===== config.mk =====
export PLATFORM = sky130hd
export DESIGN_NAME = layer_compositor
export DESIGN_NICKNAME = d
export VERILOG_FILES = /design/src/rtl/compositor_pkg.sv /design/src/rtl/fade_fsm.sv /design/src/rtl/layer_compositor.sv
export SDC_FILE = /design/constraint.sdc
export NUM_CORES = 1
export LEC_CHECK = 0
export BUFFER_PORTS_ARGS = -buffer_cell sky130_fd_sc_hd__buf_2
export CELL_PAD_IN_SITES_DETAIL_PLACEMENT = 1
export CELL_PAD_IN_SITES_GLOBAL_PLACEMENT = 1
export CORE_MARGIN = 5
export CORE_UTILIZATION = 39
export DETAILED_ROUTE_END_ITERATION = 7
export HOLD_SLACK_MARGIN = 0.03
export PLACE_DENSITY = 0.86
export SLEW_MARGIN = 20
export SYNTH_ARGS = -nofsm -noshare
export SYNTH_HDL_FRONTEND = slang
export SYNTH_SLANG_ARGS = --single-unit

===== constraint.sdc =====
create_clock -name pixel_clk -period 4.7 [get_ports pixel_clk]
set_input_delay 0.94 -clock pixel_clk [delete_from_list [all_inputs] [get_ports pixel_clk]]
set_output_delay 0.94 -clock pixel_clk [all_outputs]
set_load 0.01 [all_outputs]

===== src/rtl/compositor_pkg.sv =====
// Shared types for the layer compositor: fade FSM states, tint modes and pixel struct.
package compositor_pkg;

  typedef enum logic [1:0] {
    IDLE,
    RAMP,
    SAT,
    DECAY
  } fade_state_t;

  typedef enum logic [1:0] {
    TINT_NONE,
    TINT_WIN,
    TINT_LOSE
  } tint_t;

  localparam int unsigned ColorW = 8;

  typedef struct packed {
    logic [ColorW-1:0] r;
    logic [ColorW-1:0] g;
    logic [ColorW-1:0] b;
  } rgb_t;

  // Mode 2'b11 is reserved and behaves as no tint.
  function automatic tint_t decode_tint(input logic [1:0] mode);
    tint_t t;
    case (mode)
      2'b01:   t = TINT_WIN;
      2'b10:   t = TINT_LOSE;
      default: t = TINT_NONE;
    endcase
    return t;
  endfunction

endpackage


===== src/rtl/fade_fsm.sv =====
// Frame-rate fade controller: divider, state and saturating fade level, advanced only on
// frame_tick so the level never changes mid-frame.
module fade_fsm
  import compositor_pkg::*;
#(
  parameter int unsigned FADE_W   = 3,
  parameter int unsigned FADE_DIV = 16
) (
  input  logic              pixel_clk,
  input  logic              Reset_n,
  input  logic              frame_tick,
  input  logic              fade_req,
  output logic [FADE_W-1:0] fade_level,
  output logic              fade_max
);

  localparam int unsigned DivW = (FADE_DIV > 1) ? $clog2(FADE_DIV) : 1;
  localparam logic [DivW-1:0] DivLast = DivW'(FADE_DIV - 1);
  localparam logic [FADE_W-1:0] LevelMax = '1;
  localparam logic [FADE_W-1:0] LevelOne = FADE_W'(1);

  fade_state_t       state_q;
  logic [DivW-1:0]   div_q;
  logic [FADE_W-1:0] level_q;
  logic              max_q;
  logic              step;

  assign step = (div_q == DivLast);

  // Direction changes are tested before the step so they win on a shared tick.
  always_ff @(posedge pixel_clk or negedge Reset_n) begin
    if (!Reset_n) begin
      state_q <= IDLE;
      div_q   <= '0;
      level_q <= '0;
      max_q   <= 1'b0;
    end else if (frame_tick) begin
      unique case (state_q)
        IDLE: begin
          div_q <= '0;
          if (fade_req) state_q <= RAMP;
        end
        RAMP: begin
          if (!fade_req) begin
            state_q <= DECAY;
            div_q   <= '0;
          end else if (step) begin
            div_q <= '0;
            if (level_q >= LevelMax - LevelOne) begin
              level_q <= LevelMax;
              state_q <= SAT;
              max_q   <= 1'b1;
            end else begin
              level_q <= level_q + LevelOne;
            end
          end else begin
            div_q <= div_q + DivW'(1);
          end
        end
        SAT: begin
          div_q <= '0;
          if (!fade_req) begin
            state_q <= DECAY;
            max_q   <= 1'b0;
          end
        end
        DECAY: begin
          if (fade_req) begin
            state_q <= RAMP;
            div_q   <= '0;
          end else if (step) begin
            div_q <= '0;
            if (level_q <= LevelOne) begin
              level_q <= '0;
              state_q <= IDLE;
            end else begin
              level_q <= level_q - LevelOne;
            end
          end else begin
            div_q <= div_q + DivW'(1);
          end
        end
      endcase
    end
  end

  assign fade_level = level_q;
  assign fade_max   = max_q;

endmodule


===== src/rtl/layer_compositor.sv =====
// Priority layer compositor: picks the highest-priority opaque layer, then fades, tints and
// blanks it through a two-stage pixel pipeline.
module layer_compositor
  import compositor_pkg::*;
#(
  parameter int unsigned NUM_LAYERS = 4,
  parameter int unsigned COLOR_W    = 8,
  parameter int unsigned FADE_W     = 3,
  parameter int unsigned FADE_DIV   = 16
) (
  input  logic                              pixel_clk,
  input  logic                              Reset_n,
  input  logic                              frame_tick,
  input  logic                              blank,
  input  logic [NUM_LAYERS-1:0]             layer_valid,
  input  logic [NUM_LAYERS*3*COLOR_W-1:0]   layer_rgb,
  input  logic [NUM_LAYERS-1:0]             layer_fade_en,
  input  logic [3*COLOR_W-1:0]              bg_rgb,
  input  logic                              fade_req,
  input  logic [1:0]                        tint_mode,
  output logic [COLOR_W-1:0]                Red,
  output logic [COLOR_W-1:0]                Green,
  output logic [COLOR_W-1:0]                Blue,
  output logic [FADE_W-1:0]                 fade_level,
  output logic                              fade_max
);

  localparam int unsigned PixW = 3 * COLOR_W;

  fade_fsm #(
    .FADE_W  (FADE_W),
    .FADE_DIV(FADE_DIV)
  ) u_fade_fsm (
    .pixel_clk (pixel_clk),
    .Reset_n   (Reset_n),
    .frame_tick(frame_tick),
    .fade_req  (fade_req),
    .fade_level(fade_level),
    .fade_max  (fade_max)
  );

  logic [PixW-1:0] sel_rgb;
  logic            sel_fade;
  logic            sel_bg;

  // Walk from lowest to highest priority so the lowest valid index wins.
  always_comb begin
    sel_rgb  = bg_rgb;
    sel_fade = 1'b1;
    sel_bg   = 1'b1;
    for (int i = NUM_LAYERS - 1; i >= 0; i--) begin
      if (layer_valid[i]) begin
        sel_rgb  = layer_rgb[i*PixW +: PixW];
        sel_fade = layer_fade_en[i];
        sel_bg   = 1'b0;
      end
    end
  end

  logic [PixW-1:0] s1_rgb_q;
  logic            s1_fade_q;
  logic            s1_bg_q;
  logic            s1_blank_q;
  tint_t           s1_tint_q;

  always_ff @(posedge pixel_clk or negedge Reset_n) begin
    if (!Reset_n) begin
      s1_rgb_q   <= '0;
      s1_fade_q  <= 1'b0;
      s1_bg_q    <= 1'b0;
      s1_blank_q <= 1'b0;
      s1_tint_q  <= TINT_NONE;
    end else begin
      s1_rgb_q   <= sel_rgb;
      s1_fade_q  <= sel_fade;
      s1_bg_q    <= sel_bg;
      s1_blank_q <= blank;
      s1_tint_q  <= decode_tint(tint_mode);
    end
  end

  logic [FADE_W-1:0]  shamt;
  logic [COLOR_W-1:0] r_f, g_f, b_f;
  logic [COLOR_W-1:0] red_d, green_d, blue_d;

  assign shamt = s1_fade_q ? fade_level : '0;
  assign r_f   = s1_rgb_q[PixW-1 -: COLOR_W] >> shamt;
  assign g_f   = s1_rgb_q[2*COLOR_W-1 -: COLOR_W] >> shamt;
  assign b_f   = s1_rgb_q[COLOR_W-1:0] >> shamt;

  always_comb begin
    red_d   = r_f;
    green_d = g_f;
    blue_d  = b_f;
    unique case (s1_tint_q)
      TINT_WIN: begin
        if (s1_bg_q) red_d = '1;
      end
      TINT_LOSE: begin
        red_d  = g_f;
        blue_d = g_f;
      end
      default: ;
    endcase
    if (!s1_blank_q) begin
      red_d   = '0;
      green_d = '0;
      blue_d  = '0;
    end
  end

  logic [COLOR_W-1:0] red_q, green_q, blue_q;

  always_ff @(posedge pixel_clk or negedge Reset_n) begin
    if (!Reset_n) begin
      red_q   <= '0;
      green_q <= '0;
      blue_q  <= '0;
    end else begin
      red_q   <= red_d;
      green_q <= green_d;
      blue_q  <= blue_d;
    end
  end

  assign Red   = red_q;
  assign Green = green_q;
  assign Blue  = blue_q;

endmodule


# == After elaboration in Yosys (flattened, before gate mapping) ==
# Cells that the tools add are included.
# totals
reg_bits,63
out_inout_bits,28
wordCells,91
# classes
addsub,3
order_cmp,2
eq_ne,19
shifts,3
mux,45
reduce_logical,7
# ops
operator,n
2-to-1 mux 24 bit,4
2-to-1 mux 8 bit,5
>> shifter 8 x 3 -> 8 bit,3
2-to-1 mux 3 bit,7
2-to-1 mux 2 bit,8
one-hot mux 8 bit (2 select lines),1
2-to-1 mux 1 bit,12
2-to-1 mux 4 bit,3
inequality test 3 x 2 -> 1 bit (second input constant),4
one-hot mux 4 bit (3 select lines),1
AND reduction 6 bit,2
== test 2 bit (second input constant),4
inequality test 2 bit (second input constant),4
one-hot mux 2 bit (4 select lines),1
AND reduction 7 bit,1
== test 2 x 1 -> 1 bit (second input constant),3
inequality test 2 x 1 -> 1 bit (second input constant),3
one-hot mux 3 bit (2 select lines),1
adder 4 x 1 -> 4 bit (second input constant),1
== test 4 bit (second input constant),1
one-hot mux 2 bit (2 select lines),1
nonzero test 2 bit,2
adder 3 x 1 -> 3 bit (second input constant),1
greater-or-equal comparator 3 bit (second input constant),1
5 further kinds,5

# == Logic depth before layout (Yosys ltp) ==
# Gate-level depths: netlist of run 1.
# depth
word_depth,5
depth_mapped,8

# == Cells and area by module ==
# A second synthesis of run 1 with hierarchy kept.
# unflattened
hier_cells,491
area_unflattened_um2,4464.3
# by_module_without_submodules
module,instances,cells_per_inst,area_each_um2,seq_area_each_um2
layer_compositor,1,411,3678.5,1326.3
fade_fsm,1,80,785.8,250.2

# == Least setup slack after synthesis of run 1 ==
# Ideal clock, no wire load.
# synth_timing
path_kind,input port to flip-flop
start,in fade_req
end,reg u_fade_fsm.level_q[2] (netlist: u_fade_fsm.fade_level[2])
setup_ns,0.124
arrival_ns,2.087
required_ns,4.576
setup_slack_ns,2.489
path_stages,6
path_cell_list,clkbuf_1 -> or3b_2 -> a21oi_4 -> a31oi_1 -> o22ai_1 -> a21oi_1
# synth_via
elab_chain_len,2
word_cells_on_any_way,3
cone_classes,2 x eq/ne; 1 x reduce/logical
# synth_rtl
item,line_no,text
start: declaration,layer_compositor.sv:19,"input logic fade_req,"
inequality test 2 bit (no line),n/a,
AND reduction 6 bit (no line) *,n/a,
end signal: assignment,fade_fsm.sv:50,level_q <= LevelMax;
end signal: assignment,fade_fsm.sv:54,level_q <= level_q + LevelOne;
end signal: assignment,fade_fsm.sv:77,level_q <= level_q - LevelOne;
end: declaration,fade_fsm.sv:24,logic [FADE_W-1:0] level_q;
# Mark *: on every way between the ends. The rest lies on a longest branch, timed or not.
# A chain may end at the register's enable or synchronous reset.

# == Worst setup path after layout of run 1 ==
# layout_timing
start,reg s1_fade_q
end,reg blue_q[1] (netlist: Blue[1])
# layout_via
elab_chain_len,4
word_cells_on_any_way,5
cone_classes,2 x shift; 3 x mux
# layout_rtl
item,line_no,text
start: declaration,layer_compositor.sv:61,logic s1_fade_q;
start signal: assignment,layer_compositor.sv:75,s1_fade_q <= sel_fade;
2-to-1 mux 3 bit *,layer_compositor.sv:86,assign shamt = s1_fade_q ? fade_level : '0;
>> shifter 8 x 3 -> 8 bit (on tied branches),"layer_compositor.sv:89, layer_compositor.sv:88",
2-to-1 mux 8 bit *,layer_compositor.sv:95,unique case (s1_tint_q)
2-to-1 mux 8 bit *,layer_compositor.sv:105,if (!s1_blank_q) begin
net blue_d[1],layer_compositor.sv:84,"logic [COLOR_W-1:0] red_d, green_d, blue_d;"
end signal: assignment,layer_compositor.sv:122,blue_q <= blue_d;
end: declaration,layer_compositor.sv:112,"logic [COLOR_W-1:0] red_q, green_q, blue_q;"
# Mark *: on every way through the listed nets, which the timed path passes. The rest lies on a longest branch.

==> flow_summary.json, run 1 <==
{
  "status": "finished clean",
  "rr_startpoint": "s1_fade_q",
  "max_stage_delay_ns": 0.88,
  "viasPerCell": 5.50,
  "crit_path_end_kind": "flip-flop",
  "worst-setup-path-type": "flip-flop to flip-flop",
  "slew_violations": 0,
  "cts_max_level": 3,
  "syn_nets": 637,
  "first_pass_iters": 4,
  "syn-cell-area_sq_um": 4280,
  "synth_async_sr_flop_share": 1.00,
  "arrival_ns": 2.76,
  "final_cell_area_sq_um": 5300,
  "ctsResizeCount": 0,
  "numCtsBuffers": 9,
  "rsz0062_at_grt": "no",
  "clk_pin_slew_ns": 0.07,
  "ios": 163,
  "cts_tree": "built",
  "synthSimpleGateAreaFrac": 0.164,
  "nNetsFinal": 773,
  "grt_pass1_wl_um": 22600,
  "place_hpwl_um": 11200,
  "drv_cap": 0,
  "start_kind": "flip-flop",
  "synthMuxAreaShare": 0.167,
  "ys_seq_area_frac": 0.368,
  "ant_nets": 0,
  "hold_ws_ns": 0.526,
  "core_area_sq_um": 10800,
  "fin_util": 0.491,
  "cp-startpoint": "s1_fade_q",
  "max_freq_mhz": 397,
  "hp-start": "u_fade_fsm.div_q[3]",
  "vias": 4264,
  "worstMarginPinSlew_ns": 0.820,
  "worstPathRequired_ns": 4.94,
  "wl_per_cell_um": 18.0,
  "min_period_ns": 2.52,
  "routabilityCongestion": 0.874,
  "post_cts_buffers": 0,
  "power_leakage_nw": 2.62,
  "num_rows": 38,
  "grt_usage": 0.215,
  "finalSetupViolCount": 0,
  "holdBufCountCts": 0,
  "synthCells": 492,
  "drtIter0Drc": 237,
  "grt_antenna_before_repair": 2,
  "finalSetupTns_ns": 0,
  "path_max_fanout": 28,
  "clockBufferDepth": 2,
  "hold_path_class": "flip-flop to flip-flop",
  "die_area_sq_um": 13200,
  "remaining_drc_errors": 0,
  "grt_pass1_vias": 4512,
  "synth_top_family_by_area": "compound AO/OA/AOI/OAI gates",
  "vdd_ir_drop_max_v": 0.000140,
  "hold_violations": 0,
  "finalWirelength_um": 14000,
  "yosysUniqueCellTypes": 56,
  "max_slew_margin": 0.453,
  "synth_ff_type": "dfrtp_1",
  "pwr_density_cell_nw_per_um2": 298,
  "die_h_um": 115,
  "placedInstanceArea_sq_um": 5100,
  "area_growth_pct": 23.8,
  "synth-xor-area-share": 0,
  "yosys_warnings": 0,
  "grt_overflow_total": 0,
  "period_share": 0.536,
  "worstSkewPairLatency_ns": 0.35,
  "postSynthAreaPerCell_sq_um": 8.70,
  "worst_clock_skew_ns": 0.0139,
  "cp_cell_sequence": "nand2_1 -> mux4_2 -> and2_0 -> a211o_1 -> o211a_1",
  "cts_num_sinks": 63,
  "ys_ff_latch": 63,
  "grt_max_degree": 64,
  "synth-adder-area-share": 0.0292,
  "drive_gt1_frac": 0.306,
  "synth-edff-count": 0,
  "io_buffers": 162,
  "die_w_um": 115,
  "synth_compound_area_frac": 0.215,
  "crit_slowest_cell": "dfrtp_1",
  "start_util": 0.396,
  "clockRootBuffer": "clkbuf_8"
}
worst paths after layout:
check / end / slack (ns) / cells after the start
worst max-delay path: Blue[1] / 2.18 / 5
worst min-delay path: u_fade_fsm.div_q[3] / 0.53 / 1
worst max register to register: Blue[1] / 2.18 / 5
worst min register to register: u_fade_fsm.div_q[3] / 0.53 / 1
max in group asynchronous: Green[0] / 3.44 / 2
min in group asynchronous: s1_rgb_q[21] / 0.74 / 2
cells in the mapped netlist, drive strengths merged (2+ instances only):
cell type	n	share of area
dfrtp	63	0.37
buf	23	0.029
a311oi	2	0.0041
nand2	75	0.066
mux2i	58	0.14
ha	10	0.029
a211o	3	0.0061
or2	2	0.0029
and2	4	0.0058
o31ai	2	0.0035
o22ai	15	0.022
mux4	3	0.016
mux2	6	0.016
nor2	17	0.015
o21ai	63	0.074
nand3	15	0.018
nand3b	3	0.0053
o31a	2	0.0041
nand4	3	0.0044
nor3	4	0.0047
a21oi	27	0.034
a31oi	3	0.0044
inv	14	0.012
a32oi	3	0.0061
clkbuf	17	0.015
and3	3	0.0044
a211oi	8	0.014
nor3b	3	0.0053
o32ai	3	0.0061
nor2b	10	0.015
a221oi	4	0.0096
o221ai	3	0.0061
nand2b	7	0.010
state kept, by name (all words and copies together), names as in the netlist:
name / flops
u_fade_fsm.fade_level: 3
Blue: 8
Green: 8
u_fade_fsm.fade_max: 1
Red: 8
s1_fade_q: 1
s1_bg_q: 1
s1_blank_q: 1
s1_rgb_q: 24
u_fade_fsm.div_q: 4
s1_tint_q: 2
u_fade_fsm.state_q: 2
through the flow:
stage	power [mW]	cells	setup WS, ns
2_1_floorplan	0.951	492	2.49
3_3_place_gp	1.10	757	2.30
3_5_place_dp	1.13	757	2.21
4_1_cts	1.59	773	2.20
5_1_grt	1.68	775	2.00
6_report	1.58	775	2.18
logic make-up after synthesis:
family	Yosys count
adder cells (fa/ha/maj)	10
flip-flops	63
AND/OR/NAND/NOR	150
multiplexers	67
buffers and inverters	54
AO/OA/AOI/OAI	148
metal layers:
layer	wire, um	share of wire	GRT usage
met1	5910	0.42	0.276
met2	6640	0.48	0.353
met3	1140	0.081	0.0595
met4	283	0.020	0.0704
met5	0	0	0
layout make-up:
| type | instances | area, sq um |
|---|---|---|
| Clock buffer | 12 | 145 |
| Tap cell | 140 | 175 |
| Fill cell | 1341 | 5500 |
| Clock inverter | 4 | 45.0 |
| Timing Repair Buffer | 165 | 833 |
| Antenna cell | 2 | 5.00 |
| Multi-Input combinational cell | 375 | 2460 |
| Inverter | 14 | 52.6 |
| Sequential cell | 63 | 1580 |
placed cells by master, fill, tap and decap left out, types with 14 or more instances in the layout:
cell,synthesis,routed
dfrtp_1,63,63
nand3_1,15,15
inv_1,14,14
a21oi_1,26,26
mux2i_1,58,58
o22ai_1,15,15
nor2_1,17,17
o21ai_0,62,62
buf_2,17,162
nand2_1,74,74
report_power, final:
group          switching (mW)  internal, mW  total (mW)
Combinational           0.254         0.211       0.465
Sequential             0.0579         0.599       0.657
Clock                   0.201         0.257       0.457
Total                   0.513          1.07        1.58
worst max-delay path: cells and delay by family (launching register included):
family           cells  cell delay, ns
AND/OR/NAND/NOR      2            0.71
flip-flops           1            0.88
multiplexers         1            0.42
AO/OA/AOI/OAI        2            0.41
No activity file was read; power rests on OpenSTA's default activity.
==> run 2: changes to the inputs <==
--- a/config.mk
+++ b/config.mk
@@ -5,14 +5,15 @@
 export SDC_FILE = /design/constraint.sdc
 export NUM_CORES = 1
 export LEC_CHECK = 0
+export ABC_AREA = 1
 export BUFFER_PORTS_ARGS = -buffer_cell sky130_fd_sc_hd__buf_2
 export CELL_PAD_IN_SITES_DETAIL_PLACEMENT = 1
 export CELL_PAD_IN_SITES_GLOBAL_PLACEMENT = 1
 export CORE_MARGIN = 5
-export CORE_UTILIZATION = 39
+export CORE_UTILIZATION = 31
 export DETAILED_ROUTE_END_ITERATION = 7
 export HOLD_SLACK_MARGIN = 0.03
-export PLACE_DENSITY = 0.86
+export PLACE_DENSITY = 0.77
 export SLEW_MARGIN = 20
 export SYNTH_ARGS = -nofsm -noshare
 export SYNTH_HDL_FRONTEND = slang
==> constraint.sdc (replaced) <==
create_clock -name pixel_clk -period 2.3 [get_ports pixel_clk]
set_input_delay 0.46 -clock pixel_clk [delete_from_list [all_inputs] [get_ports pixel_clk]]
set_output_delay 0.46 -clock pixel_clk [all_outputs]
set_load 0.01 [all_outputs]
==> flow_summary.json, run 2 <==
{
  "status": "finished clean",
  "crit_slowest_cell": "dfrtp_1",
  "dp_slack_ns": 0.439,
  "grt_pass1_wl_um": 24600,
  "ctsResizeCount": 0,
  "final_cell_mix": "buf_2 (162), nor2_1 (115), nand2_1 (89)",
  "p_int_mw": 2.47,
  "finalPower_mw": 3.70,
  "core_area_sq_um": 13100,
  "worstPathRequired_ns": 2.55,
  "holdBufCountCts": 0,
  "routabilityCongestion": 0.907,
  "start_util": 0.313,
  "nNetsFinal": 868,
  "ant_nets": 0,
  "synthCells": 574,
  "pwr_density_cell_nw_per_um2": 696,
  "ys_top_cells_by_area": "dfrtp_1 (38%), nor2_1 (11%), nand3_1 (9.8%), nand2_1 (8.1%), inv_1 (5.9%)",
  "path_common_cell": "nand3_1",
  "p_seq_frac": 0.359,
  "synth_async_sr_flop_share": 1.00,
  "ios": 163,
  "arrival_ns": 2.14,
  "wl_per_cell_um": 16.5,
  "cpLargestDelayFamily": "simple AND/OR/NAND/NOR gates",
  "yosysUniqueCellTypes": 35,
  "hold_path_class": "input port to asynchronous set/reset pin",
  "worstMarginPinSlew_ns": 0.951,
  "ys_seq_area_frac": 0.384,
  "die_area_sq_um": 15600,
  "grt_pass1_vias": 5013,
  "max_slew_margin": 0.366,
  "finalSetupViolCount": 0,
  "drive_gt1_frac": 0.272,
  "die_h_um": 125,
  "worst-setup-path-type": "flip-flop to flip-flop",
  "combPwrFrac": 0.277,
  "cts_num_sinks": 63,
  "vdd_ir_drop_max_v": 0.000423,
  "yosysMostFrequentCell": "nor2_1",
  "grt_max_degree": 38,
  "drv_cap": 0,
  "die_w_um": 125,
  "remaining_drc_errors": 0,
  "cts_max_level": 3,
  "ys_top_cells_by_count": "nor2_1 (115), nand2_1 (89), nand3_1 (80)",
  "max_freq_mhz": 529,
  "largest-register": "s1_rgb_q",
  "rsz0062_at_grt": "no",
  "critical_path_buf_inv_count": 2,
  "final_common_cell": "buf_2",
  "clockRootBuffer": "clkbuf_16",
  "min_period_ns": 1.89,
  "synth-edff-count": 0,
  "finalWirelength_um": 15000,
  "power_leakage_nw": 2.85,
  "ys_ff_latch": 63,
  "postSynthAreaPerCell_sq_um": 7.15,
  "n_antenna_cell": 0,
  "start_kind": "flip-flop",
  "num_rows": 42,
  "hold_violations": 0,
  "syn-cell-area_sq_um": 4100,
  "grt_usage": 0.192,
  "largest_reg_flops": 24,
  "clockBufferDepth": 2,
  "worst_clock_skew_ns": 0.00369,
  "grt_antenna_before_repair": 0,
  "synth_ff_type": "dfrtp_1",
  "cp_cell_sequence": "nand2_4 -> inv_2 -> nand3_1 -> nand3_1 -> nand3_1 -> nand2_1 -> inv_1 -> a21oi_1",
  "drtIter0Drc": 208,
  "switching_share": 0.333,
  "p_clk_frac": 0.364,
  "worstSkewPairLatency_ns": 0.33,
  "syn_nets": 719,
  "numCtsBuffers": 9,
  "period_share": 0.822,
  "finalSetupTns_ns": 0,
  "p_sw_mw": 1.23,
  "place_hpwl_um": 12200,
  "synth_top_area_share": 0.384,
  "crit_path_end_kind": "flip-flop",
  "viasPerCell": 5.01,
  "yosysTopAreaCell": "dfrtp_1",
  "clk_pin_slew_ns": 0.05,
  "first_pass_iters": 4,
  "yosys_warnings": 0,
  "path_max_fanout": 27,
  "max_stage_delay_ns": 0.46,
  "vias": 4529,
  "slew_violations": 0,
  "grt_overflow_total": 0,
  "io_buffers": 162,
  "area_growth_pct": 29.7,
  "layout_setup_ws_ns": 0.410,
  "cts_tree": "built",
  "post_cts_buffers": 0
}
run 2: cell count changes after synthesis, moves of 22 or more:
cell / change
o41ai_1: +22
inv_1: +51
nand3_1: +65
o21ai_0: -50
nor2_1: +98
mux2i_1: -58
run 2: metal layers:
layer,wire (um),GRT usage,vias up,share of wire
met5,0,0,-,0
met4,274,0.0542,0,0.018
met1,6770,0.253,2139,0.45
met3,1020,0.0456,19,0.068
met2,6890,0.314,166,0.46
li1,-,-,2205,-
run 2: final cells by class:
class | instances | area (sq um)
sequential | 63 | 1580
fill | 1693 | 7760
inverter | 68 | 255
clock buffer | 9 | 225
multi-input combinational | 410 | 2080
tap | 176 | 220
clock inverter | 7 | 72.6
timing repair buffer | 171 | 891
run 2: through the flow:
step                 util  instances  hold WS, ns  instance area [sq um]
floorplan               -        574        0.164                   4100
global placement    0.384        888        0.466                   5020
detailed placement  0.384        888        0.475                   5020
CTS                 0.407        904        0.165                   5320
global route        0.407        904        0.193                   5320
finish              0.407        904        0.142                   5320
run 2: worst reg2reg max path: cells and delay by family, from the launching register on:
family	cells	cell delay, ns
AND/OR/NAND/NOR	5	0.79
flip-flops	1	0.46
buffers and inverters	2	0.41
AO/OA/AOI/OAI	1	0.15
run 2: path summary, 6_finish.rpt:
kind / to / cells past startpoint / slack [ns] / startpoint
max in group asynchronous: Green[5] / 2 / 1.55 / Reset_n
hold reg to reg: u_fade_fsm.fade_max / 2 / 0.48 / u_fade_fsm.fade_max
setup / recovery: Red[1] / 8 / 0.41 / s1_fade_q
hold / removal: s1_rgb_q[19] / 1 / 0.14 / Reset_n
setup reg to reg: Red[1] / 8 / 0.41 / s1_fade_q
min in group pixel_clk: s1_blank_q / 1 / 0.24 / blank
run 2: cells by family after synthesis:
logic type,share of synthesized area
XOR/XNOR,0.00427
adder cells (fa/ha/maj),0.0305
flip-flops,0.384
buffers and inverters,0.108
AO/OA/AOI/OAI,0.162
AND/OR/NAND/NOR,0.311
run 2: power groups by stage:
stage,Sequential [mW],Combinational [mW],Clock [mW]
global placement,1.34,0.986,0
finish,1.33,1.02,1.35
global route,1.34,1.17,1.44
floorplan,1.35,0.618,0
CTS,1.33,1.04,1.38
detailed placement,1.35,1.02,0
==> run 3: changes to the inputs <==
--- a/config.mk
+++ b/config.mk
@@ -10,10 +10,10 @@
 export CELL_PAD_IN_SITES_DETAIL_PLACEMENT = 1
 export CELL_PAD_IN_SITES_GLOBAL_PLACEMENT = 1
 export CORE_MARGIN = 5
-export CORE_UTILIZATION = 31
+export CORE_UTILIZATION = 34
 export DETAILED_ROUTE_END_ITERATION = 7
 export HOLD_SLACK_MARGIN = 0.03
-export PLACE_DENSITY = 0.77
+export PLACE_DENSITY = 0.8
 export SLEW_MARGIN = 20
 export SYNTH_ARGS = -nofsm -noshare
 export SYNTH_HDL_FRONTEND = slang
==> constraint.sdc (replaced) <==
create_clock -name pixel_clk -period 1.91 [get_ports pixel_clk]
set_input_delay 0.382 -clock pixel_clk [delete_from_list [all_inputs] [get_ports pixel_clk]]
set_output_delay 0.382 -clock pixel_clk [all_outputs]
set_load 0.01 [all_outputs]
==> flow_summary.json, run 3 (synthesis gave the netlist of run 2 again) <==
{
  "grt_overflow_total": 0,
  "grt_max_degree": 64,
  "grt.met3_usage": 0.0438,
  "path_max_fanout": 6,
  "worst_clock_skew_ns": 0.00602,
  "clockRootBuffer": "clkbuf_16",
  "n_fill_cell": 1591,
  "finalSetupViolCount": 0,
  "gr-usage-met2": 0.341,
  "worstMarginPinSlew_ns": 0.568,
  "cts_num_sinks": 63,
  "grt_pass1_vias": 4783,
  "period_share": 0.908,
  "remaining_drc_errors": 0,
  "layout_setup_ws_ns": 0.176,
  "start_kind": "flip-flop",
  "die_area_sq_um": 14400,
  "drive_gt1_frac": 0.276,
  "drv_cap": 0,
  "max_slew_margin": 0.621,
  "vias": 4507,
  "final_common_cell": "buf_2",
  "dp_slack_ns": 0.143,
  "final_cell_mix": "buf_2 (162), nor2_1 (115), nand2_1 (89)",
  "min_period_ns": 1.73,
  "status": "finished clean",
  "max_stage_delay_ns": 0.42,
  "busiest_layer": "met2",
  "wl_per_cell_um": 16.5,
  "crit_path_end_kind": "flip-flop",
  "max_freq_mhz": 577,
  "worst-setup-path-type": "flip-flop to flip-flop",
  "grt_antenna_before_repair": 0,
  "first_pass_iters": 4,
  "ctsResizeCount": 0,
  "cts_max_level": 3,
  "r2r_cells": 6,
  "fin_util": 0.445,
  "grt_pass1_wl_um": 23900,
  "largest-register": "s1_rgb_q",
  "num_rows": 40,
  "clockBufferDepth": 2,
  "power_leakage_nw": 2.88,
  "vdd_ir_drop_max_v": 0.000415,
  "slew_violations": 0,
  "routabilityCongestion": 0.907,
  "register_area_sq_um": 1580,
  "rr_startpoint": "u_fade_fsm.state_q[0]",
  "viasPerCell": 5.12,
  "post_cts_buffers": 0,
  "ant_nets": 0,
  "finalSetupTns_ns": 0,
  "largest_reg_flops": 24,
  "ios": 163,
  "numCtsBuffers": 9,
  "timing.rr.end": "u_fade_fsm.fade_level[1]",
  "core_area_sq_um": 11900,
  "worstSkewPairLatency_ns": 0.33,
  "cts_tree": "built",
  "worstPathRequired_ns": 2.15,
  "hold_violations": 0,
  "place_hpwl_um": 11800,
  "cp_cell_sequence": "ha_1 -> nand2_1 -> o21ai_0 -> nor3b_2 -> o311ai_0 -> o21ai_0",
  "n_antenna_cell": 0,
  "io_buffers": 162,
  "die_h_um": 120,
  "met1_usage": 0.274,
  "crit_slowest_cell": "dfrtp_1",
  "reg2reg_slack_ns": 0.18,
  "area_growth_pct": 29.2,
  "finalWirelength_um": 14500,
  "nNetsFinal": 876,
  "drtIter0Drc": 183,
  "holdBufCountCts": 0,
  "multiInputGateArea_sq_um": 2080,
  "die_w_um": 120,
  "arrival_ns": 1.97,
  "clk_pin_slew_ns": 0.05,
  "start_util": 0.344,
  "grt_usage": 0.206,
  "pwr_density_cell_nw_per_um2": 798,
  "path_common_cell": "o21ai_0",
  "hold_path_class": "input port to asynchronous set/reset pin"
}
## run 3: layer usage
layer / vias to the layer above / wire, um / part of all wire
met1: 2138 / 6520 / 0.45
met5: - / 0 / 0
met2: 139 / 6910 / 0.48
li1: 2218 / - / -
met3: 12 / 899 / 0.062
met4: 0 / 178 / 0.012
## run 3: how the worst max path moves through the flow
| stage | endpoint | start | slack, ns | cells after the start |
|---|---|---|---|---|
| CTS | u_fade_fsm.fade_level[1] | u_fade_fsm.state_q[0] | 0.14 | 6 |
| detailed placement | s1_rgb_q[5] | layer_valid[0] | 0.14 | 4 |
| global route | u_fade_fsm.fade_level[1] | u_fade_fsm.state_q[0] | -0.003 | 6 |
| global placement | s1_rgb_q[5] | layer_valid[0] | 0.19 | 4 |
| finish | u_fade_fsm.fade_level[1] | u_fade_fsm.state_q[0] | 0.18 | 6 |
| floorplan | u_fade_fsm.fade_level[1] | u_fade_fsm.fade_level[0] | 0.32 | 5 |
## run 3: stage by stage
| stage | cell area, sq um | cells | hold slack (ns) | total power, mW |
|---|---|---|---|---|
| 6_report | 5300 | 880 | 0.0528 | 4.23 |
| 5_1_grt | 5300 | 880 | 0.0916 | 4.53 |
| 4_1_cts | 5280 | 877 | 0.0721 | 4.28 |
| 3_5_place_dp | 5020 | 864 | 0.423 | 2.86 |
| 3_3_place_gp | 5020 | 864 | 0.410 | 2.80 |
| 2_1_floorplan | 4100 | 574 | 0.0864 | 2.37 |
## run 3: final cells by class
class | instances | share of cell area
clock buffer | 11 | 0.0458
clock inverter | 2 | 0.00189
sequential | 63 | 0.297
tap | 147 | 0.0347
inverter | 68 | 0.0482
multi-input combinational | 410 | 0.393
timing repair buffer | 179 | 0.179
## run 3: worst max-delay path, delay by kind of cell (launching register included)
| kind | cells | cell delay [ns] |
|---|---|---|
| AOI/OAI and AO/OA | 3 | 0.48 |
| and+or+nand+nor | 2 | 0.45 |
| DFF | 1 | 0.42 |
| adders and majority gates | 1 | 0.30 |
## run 3: where the power goes
group          switching (mW)  total (mW)  leakage [nW]  internal, mW
Clock                   0.513        1.40         0.127         0.882
Sequential             0.0925        1.59         0.789          1.50
Combinational           0.763        1.24          1.96         0.480
